[src/rtl/toggle_rx_if.sv]
// Event-link bundle between a toggle receiver (slave) and its driver/consumer (master).
interface toggle_rx_if #(parameter int CNT_W = 4);
  logic             t_in;
  logic             ev_valid;
  logic             ev_ready;
  logic [CNT_W-1:0] pending;
  logic             ack_t;
  logic             overflow;
  logic             ovf_clr;
  logic [15:0]      ev_total;

  modport master (
    output t_in, ev_ready, ovf_clr,
    input  ev_valid, pending, ack_t, overflow, ev_total
  );

  modport slave (
    input  t_in, ev_ready, ovf_clr,
    output ev_valid, pending, ack_t, overflow, ev_total
  );
endinterface

[src/rtl/toggle_rx.sv]
// Toggle-encoded event receiver: synchronises t_in, turns each flip into one
// event, buffers events in a saturating counter and acks each consumed one.
module toggle_rx #(
  parameter int SYNC_STAGES = 2,
  parameter int CNT_W       = 4
) (
  input  logic        clk,
  input  logic        rst_n,
  toggle_rx_if.slave  bus
);

  localparam logic [CNT_W-1:0] MAX = '1;
  localparam int WC_W = $clog2(SYNC_STAGES + 1);
  localparam logic [WC_W-1:0] WARM_LAST = WC_W'(SYNC_STAGES - 1);

  typedef enum logic {WARM, RUN} state_t;

  state_t                 r_state;
  logic [WC_W-1:0]        r_warm;
  logic [SYNC_STAGES-1:0] r_sync;
  logic                   r_prev;
  logic [CNT_W-1:0]       r_pending;
  logic                   r_valid;
  logic                   r_ack;
  logic                   r_ovf;
  logic [15:0]            r_total;

  logic             w_t_sync;
  logic             w_edge;
  logic             w_take;
  logic             w_drop;
  logic             w_acc;
  logic [CNT_W-1:0] w_pend_nxt;

  assign w_t_sync = r_sync[SYNC_STAGES-1];
  assign w_edge   = (r_state == RUN) && (w_t_sync ^ r_prev);
  assign w_take   = r_valid && bus.ev_ready;
  // A same-cycle consume frees the slot, so a full counter only drops when idle.
  assign w_drop   = w_edge && !w_take && (r_pending == MAX);
  assign w_acc    = w_edge && !w_drop;

  always_comb begin
    w_pend_nxt = r_pending;
    if (w_acc && !w_take)
      w_pend_nxt = r_pending + 1'b1;
    else if (w_take && !w_edge)
      w_pend_nxt = r_pending - 1'b1;
  end

  always_ff @(posedge clk or negedge rst_n) begin
    if (!rst_n) begin
      r_state   <= WARM;
      r_warm    <= '0;
      r_sync    <= '0;
      r_prev    <= 1'b0;
      r_pending <= '0;
      r_valid   <= 1'b0;
      r_ack     <= 1'b0;
      r_ovf     <= 1'b0;
      r_total   <= '0;
    end else begin
      r_sync <= {r_sync[SYNC_STAGES-2:0], bus.t_in};
      case (r_state)
        WARM: begin
          if (r_warm == WARM_LAST) begin
            // Seed with the value the last stage is loading now, so a static
            // level present at release never reads as a flip.
            r_prev  <= r_sync[SYNC_STAGES-2];
            r_state <= RUN;
          end else begin
            r_warm <= r_warm + 1'b1;
          end
        end
        RUN: r_prev <= w_t_sync;
        default: r_state <= WARM;
      endcase

      r_pending <= w_pend_nxt;
      r_valid   <= (w_pend_nxt != '0);
      if (w_take) r_ack <= ~r_ack;
      if (w_acc)  r_total <= r_total + 16'd1;
      if (w_drop)
        r_ovf <= 1'b1;
      else if (bus.ovf_clr)
        r_ovf <= 1'b0;
    end
  end

  assign bus.ev_valid = r_valid;
  assign bus.pending  = r_pending;
  assign bus.ack_t    = r_ack;
  assign bus.overflow = r_ovf;
  assign bus.ev_total = r_total;

endmodule

[src/flat_wrapper.sv]
// flat-port wrapper written by rule: the top's interface ports become plain ports
module toggle_rx_flat 
#(
  parameter int SYNC_STAGES = 2,
  parameter int CNT_W       = 4
)
  (clk, rst_n, bus_t_in, bus_ev_ready, bus_ovf_clr, bus_ev_valid, bus_pending, bus_ack_t, bus_overflow, bus_ev_total);
  toggle_rx_if #(.CNT_W(CNT_W)) bus_i ();
  input  logic clk;
  input  logic rst_n;
  input wire logic [$bits(bus_i.t_in)-1:0] bus_t_in;
  input wire logic [$bits(bus_i.ev_ready)-1:0] bus_ev_ready;
  input wire logic [$bits(bus_i.ovf_clr)-1:0] bus_ovf_clr;
  output wire logic [$bits(bus_i.ev_valid)-1:0] bus_ev_valid;
  output wire logic [$bits(bus_i.pending)-1:0] bus_pending;
  output wire logic [$bits(bus_i.ack_t)-1:0] bus_ack_t;
  output wire logic [$bits(bus_i.overflow)-1:0] bus_overflow;
  output wire logic [$bits(bus_i.ev_total)-1:0] bus_ev_total;
  assign bus_i.t_in = bus_t_in;
  assign bus_i.ev_ready = bus_ev_ready;
  assign bus_i.ovf_clr = bus_ovf_clr;
  assign bus_ev_valid = bus_i.ev_valid;
  assign bus_pending = bus_i.pending;
  assign bus_ack_t = bus_i.ack_t;
  assign bus_overflow = bus_i.overflow;
  assign bus_ev_total = bus_i.ev_total;
  toggle_rx #(.SYNC_STAGES(SYNC_STAGES), .CNT_W(CNT_W)) u_core (.clk(clk), .rst_n(rst_n), .bus(bus_i));
endmodule
[config.mk]
export PLATFORM = sky130hd
export DESIGN_NAME = toggle_rx_flat
export DESIGN_NICKNAME = d
export VERILOG_FILES = /design/src/rtl/toggle_rx_if.sv /design/src/rtl/toggle_rx.sv /design/src/flat_wrapper.sv
export SDC_FILE = /design/constraint.sdc
export NUM_CORES = 1
export LEC_CHECK = 0
export BUFFER_PORTS_ARGS = -buffer_cell sky130_fd_sc_hd__buf_2
export CORE_ASPECT_RATIO = 1.4
export CORE_MARGIN = 2
export CORE_UTILIZATION = 49
export CTS_CLUSTER_SIZE = 8
export DETAILED_ROUTE_END_ITERATION = 8
export PLACE_DENSITY = 0.7
export SETUP_SLACK_MARGIN = 0.1
export SLEW_MARGIN = 20
export SYNTH_ARGS = -nofsm -noshare
export SYNTH_HDL_FRONTEND = slang
export SYNTH_SLANG_ARGS = --single-unit
export TNS_END_PERCENT = 100
[constraint.sdc]
create_clock -name clk -period 2.47 [get_ports clk]
set_input_delay 0.1235 -clock clk [delete_from_list [all_inputs] [get_ports clk]]
set_output_delay 0.1235 -clock clk [all_outputs]
set_load 0.01 [all_outputs]
==> flow_metrics.tcl, run 1 <==
set metrics [dict create \
    status "completed" \
    clkLatencyLatePin_ps 330 \
    clk_path_buf_depth 2 \
    num_rows 22 \
    hold_violations 0 \
    numClockSinks 29 \
    place_inst 184 \
    antenna_found_initial 0 \
    ir_drop_mv 0.4924 \
    worstSetupStartpointType "flop" \
    drt-pass1-iter-count 4 \
    synth_cell_types 33 \
    synth_edf_count 0 \
    cts-resized-gates 0 \
    syn_inst 123 \
    syn_avg_cell_area_um2 11.18 \
    gp_congestion 0.8739 \
    cp-startpoint "u_core.bus.pending[0]" \
    end_kind "flop" \
    drive_gt1_frac 0.2405 \
    critPathKind "flop to flop" \
    powerDensity_nw_per_um2 957.0 \
    critPathMaxFanout 6 \
    required_ps 2670 \
    drt_iter0_drc 22 \
    hold_path.startpoint "bus_ev_ready" \
    chipWidth_um 48.77 \
    grt_pass1_wl_um 4905 \
    clock.fmax_ghz 0.5599 \
    initial_utilization 0.5204 \
    finish.net_count 167 \
    async_flop_share 1.000 \
    grt_max_degree 30 \
    setup_violations 0 \
    grtUsageTotal 0.2061 \
    synth-main-ff-cell "dfrtp_1" \
    syn_area_um2 1375 \
    yosys_warnings 0 \
    cts_buffers 5 \
    clkTransAtPathRegs_ps 90 \
    hold_class "primary input to flop" \
    wl_per_cell_um 14.41 \
    critPathMaxStageDelay_ps 450 \
    timing.rr.start "u_core.bus.pending[0]" \
    cellLeakagePower_uw 0.0007699 \
    root_buffer "clkbuf_4" \
    route.antenna.remaining_nets 0 \
    grt_overflow 0 \
    via_per_inst 5.438 \
    diodes 0 \
    routed_wl_um 2795 \
    first_global_vias 1089 \
    finalMaxSlewViolations 0 \
    ys_seq_area_frac 0.5278 \
    crit_arrival_ps 1980 \
    fin_tns_setup_ps 0 \
    cp.buffers_inverters 0 \
    period_needed_ps 1786 \
    fp.dieH_um 66.68 \
    dieArea_um2 3252 \
    htreeDepth 2 \
    vias 1055 \
    p_total_uw 1561 \
    critPathSlowestCell "dfrtp_1" \
    io_buffers 27 \
    rsz0062_at_grt "false" \
    slew_headroom 0.5861 \
    instances_no_fill 194 \
    ys_ff_latch 29 \
    dp_hpwl_um 2037 \
    tightest_slew_ps 620.9 \
    area_growth_pct 18.65 \
    syn-num-nets 132 \
    finalClockSkew_ps 6.148 \
    period_share 0.7231 \
    cpLargestDelayFamily "compound AO/OA/AOI/OAI gates" \
    post_cts_buffers 0 \
    cts_tree "done" \
    drv_cap 0 \
    whs_ps 207.8 \
    core_um2 2643 \
    io_pins 28 \
    drc_errors 0 \
    cp_cell_sequence "ha_1, a32oi_1, nand3_1, o22ai_1, a32o_1, nand4bb_1" \
]
## worst reg2reg max path: cells and delay by family (launching register included)
family | cells | cell delay (ps)
AOI/OAI and AO/OA | 3 | 640
adders and majority gates | 1 | 280
DFF | 1 | 450
and+or+nand+nor | 2 | 290
## power breakdown
group / internal (uW) / switching (uW) / leakage (uW)
Clock: 134 / 156 / 0.0000314
Combinational: 246 / 295 / 0.000377
Sequential: 585 / 145 / 0.000362
## worst paths after layout
kind	to	slack (ps)	depth (start not counted)
min in group asynchronous	u_core.bus.pending[0]	340	2
hold reg to reg	u_core.r_sync[1]	380	0
max in group asynchronous	u_core.bus.ev_total[1]	1720	2
hold / removal	u_core.bus.ack_t	210	3
setup / recovery	u_core.bus.ev_valid	680	6
setup reg to reg	u_core.bus.ev_valid	680	6
## cell usage in the layout (no fill, tap or decap), drive strengths merged, types with 2 or more instances in the layout
cell	netlist	layout
inv	6	6
dfrtp	29	29
o21ai	5	5
nand4	4	4
nand3	8	8
buf	0	27
nor3	2	2
ha	4	4
dlygate4sd3	0	3
a21oi	3	3
o211ai	2	2
and3	4	4
xnor2	15	15
and2	2	2
nor2	4	4
clkbuf	2	7
nand2	15	15
xor2	4	4
mux2i	2	2
## synth_stat cells, types with 2 or more instances
library cell,instances,area (um^2)
nand3_1,8,40.04
nand4_1,4,25.02
ha_1,4,50.05
dfrtp_1,29,725.7
xnor2_1,15,131.4
nand2_1,15,56.30
inv_1,6,22.52
a21oi_1,3,15.01
and3_1,4,25.02
xor2_1,3,26.28
o21ai_0,5,25.02
nor2_1,4,15.01
mux2i_1,2,20.02
and2_1,2,12.51
## per-stage QoR
stage	util	setup WS, ps	cell area [um^2]
3_3_place_gp	0.5852	770.3	1546
5_1_grt	0.6174	552.7	1632
4_1_cts	0.6174	683.1	1632
3_5_place_dp	0.5852	709.4	1546
2_1_floorplan	-	873.6	1375
6_report	0.6174	684.0	1632
## logic make-up (layout without fill, tap and decap cells)
family | count (synthesis) | in the layout | share of synthesized area
muxes | 3 | 3 | 0.02275
AOI/OAI and AO/OA | 17 | 17 | 0.09464
and+or+nand+nor | 43 | 43 | 0.1692
DFF | 29 | 29 | 0.5278
xor gates and xnor gates | 19 | 19 | 0.1265
buffers and inverters | 8 | 43 | 0.02274
adders and majority gates | 4 | 4 | 0.03640
## state kept, by name, indices dropped and copies added, names as in the netlist
register,flops
u_core.bus.pending,4
u_core.r_prev,1
u_core.bus.overflow,1
u_core.bus.ev_total,16
u_core.r_sync,2
u_core.bus.ev_valid,1
u_core.r_warm,2
u_core.bus.ack_t,1
u_core.r_state,1
## cell type report
type,count,area [um^2]
tap,36,45.04
clock buffer,7,55.05
multi-input combinational,86,618.1
sequential,29,725.7
fill,231,1011
inverter,6,22.52
timing repair buffer,30,165.2
## routing by layer
metal	vias to the layer above	part of all wire	wire [um]	track usage
met5	-	0	0	0
met4	0	0.037	103	0.1429
met3	10	0.056	157	0.06502
met2	46	0.49	1372	0.3425
met1	501	0.42	1163	0.2240
li1	498	-	-	-
## repair_timing
action | 4_1_cts | 5_1_grt
hold endpoints to repair | 31 | 0
endpoints found under the setup margin | 0 | 0
hold buffers | 3 | 0
No activity file was read; power rests on OpenSTA's default activity.
==> inputs of run 2 (changes only) <==
CORE_UTILIZATION = 48   (was 49)
PLACE_DENSITY = 0.72   (was 0.7)
clock period = 1.6 ns   (was 2.47 ns; I/O delays follow)
==> flow_metrics.tcl, run 2 (synthesis gave the netlist of run 1 again) <==
set metrics [dict create \
    layout_commonest_cell "buf_2" \
    dp_hpwl_um 1943 \
    critPathMaxFanout 5 \
    fp.dieH_um 67.33 \
    layout_common_cells "buf_2 (27), dfrtp_1 (26), nand2_1 (15), xnor2_1 (14), clkbuf_8 (7)" \
    period_needed_ps 1544 \
    grt_pass1_wl_um 4505 \
    via_per_inst 5.238 \
    finalMaxSlewViolations 0 \
    diodes 0 \
    htreeDepth 2 \
    period_share 0.9649 \
    instances_no_fill 202 \
    area_growth_pct 29.48 \
    io_buffers 27 \
    largest_register_ffs 16 \
    clock.fmax_ghz 0.6477 \
    gp_congestion 0.9019 \
    worstSetupStartpointType "flop" \
    cellLeakagePower_uw 0.0008404 \
    finish.net_count 173 \
    drc_errors 0 \
    drive_gt1_frac 0.3333 \
    wl_per_cell_um 13.61 \
    p_total_uw 2736 \
    clkLatencyLatePin_ps 280 \
    pre_cts_slack_ps -2.683 \
    grt_max_degree 30 \
    hold_violations 0 \
    required_ps 1740 \
    routed_wl_um 2749 \
    critPathKind "flop to flop" \
    grtUsageTotal 0.1843 \
    fill_cells 226 \
    root_buffer "clkbuf_8" \
    cts_buffers 5 \
    core_um2 2791 \
    status "completed" \
    first_global_vias 1030 \
    place_inst 190 \
    final_util 0.6378 \
    hold_class "primary input to flop" \
    dieArea_um2 3315 \
    chipWidth_um 49.24 \
    crit_arrival_ps 1690 \
    drv_cap 0 \
    route.antenna.remaining_nets 0 \
    vias 1058 \
    clk_path_buf_depth 2 \
    setup_slack_ps 56.15 \
    fin_area_um2 1780 \
    io_pins 28 \
    placed_cell_area_um2 1590 \
    numClockSinks 29 \
    num_rows 23 \
    end_kind "flop" \
    initial_utilization 0.4926 \
    clkTransAtPathRegs_ps 60 \
    setup_violations 0 \
    drt-pass1-iter-count 4 \
    slew_headroom 0.5866 \
    drt_iter0_drc 23 \
    grt_overflow 0 \
    ir_drop_mv 1.206 \
    tightest_slew_ps 620.1 \
    cts_tree "done" \
    finalClockSkew_ps 4.170 \
    powerDensity_nw_per_um2 1537 \
    antenna_found_initial 0 \
    rsz0062_at_grt "true" \
]
## run 2: cell count changes in the layout (fill, tap and decap cells not counted), sizes merged
cell	change
buf	+6
clkinv	+1
## run 2: metal layers
layer,part of all wire,global-route usage,vias up
li1,-,-,504
met1,0.43,0.2138,521
met2,0.51,0.3142,30
met3,0.050,0.05310,3
met4,0.015,0.08929,0
met5,0,0,-
## run 2: path summary, 6_finish.rpt
path / depth (start not counted) / to / from / slack (ps)
min in group asynchronous: 2 / u_core.r_warm[0] / rst_n / 350
worst min register to register: 0 / u_core.r_sync[1] / u_core.r_sync[0] / 390
worst max register to register: 6 / u_core.bus.ev_valid / u_core.bus.pending[0] / 60
worst min-delay path: 3 / u_core.bus.ack_t / bus_ev_ready / 220
worst max-delay path: 6 / u_core.bus.ev_valid / u_core.bus.pending[0] / 60
max in group asynchronous: 2 / u_core.bus.ev_total[0] / rst_n / 800
## run 2: repair_timing
item	CTS	global route
resized for setup	6	3
hold buffers	3	0
pin swaps	4	3
buffers inserted	1	0
endpoints found under the setup margin	12	14
endpoints found under the hold margin	31	0
## run 2: final cells by class
class                   instances  area [um^2]  area share
clock buffers                   7        96.34     0.05411
well taps                      37        46.29     0.02600
multi-input cells              86        670.6      0.3767
clock inverters                 1        5.005    0.002811
inverters                       6        22.52     0.01265
repair buffers                 36        210.2      0.1181
flip-flops and latches         29        729.5      0.4097
## run 2: power breakdown
group	internal, uW	total, uW	leakage [uW]	switching, uW
Sequential	912	1130	0.000359	217
Combinational	453	946	0.000427	494
Clock	388	661	0.0000542	273
## run 2: per-stage QoR
step | hold slack (ps) | setup TNS, ps
final | 223.7 | 0
after global routing | 242.4 | -43.38
after CTS | 210.9 | 0
after detailed placement | 127.5 | -2.683
after global placement | 129.1 | 0
after floorplan | -215.6 | 0
## run 2: critical path: stages, from the launching register on
cell	delay [ps]
dfrtp_2	420
ha_4	190
a32oi_2	210
nand3_1	150
o22ai_1	190
a32o_1	140
nand4bb_1	110
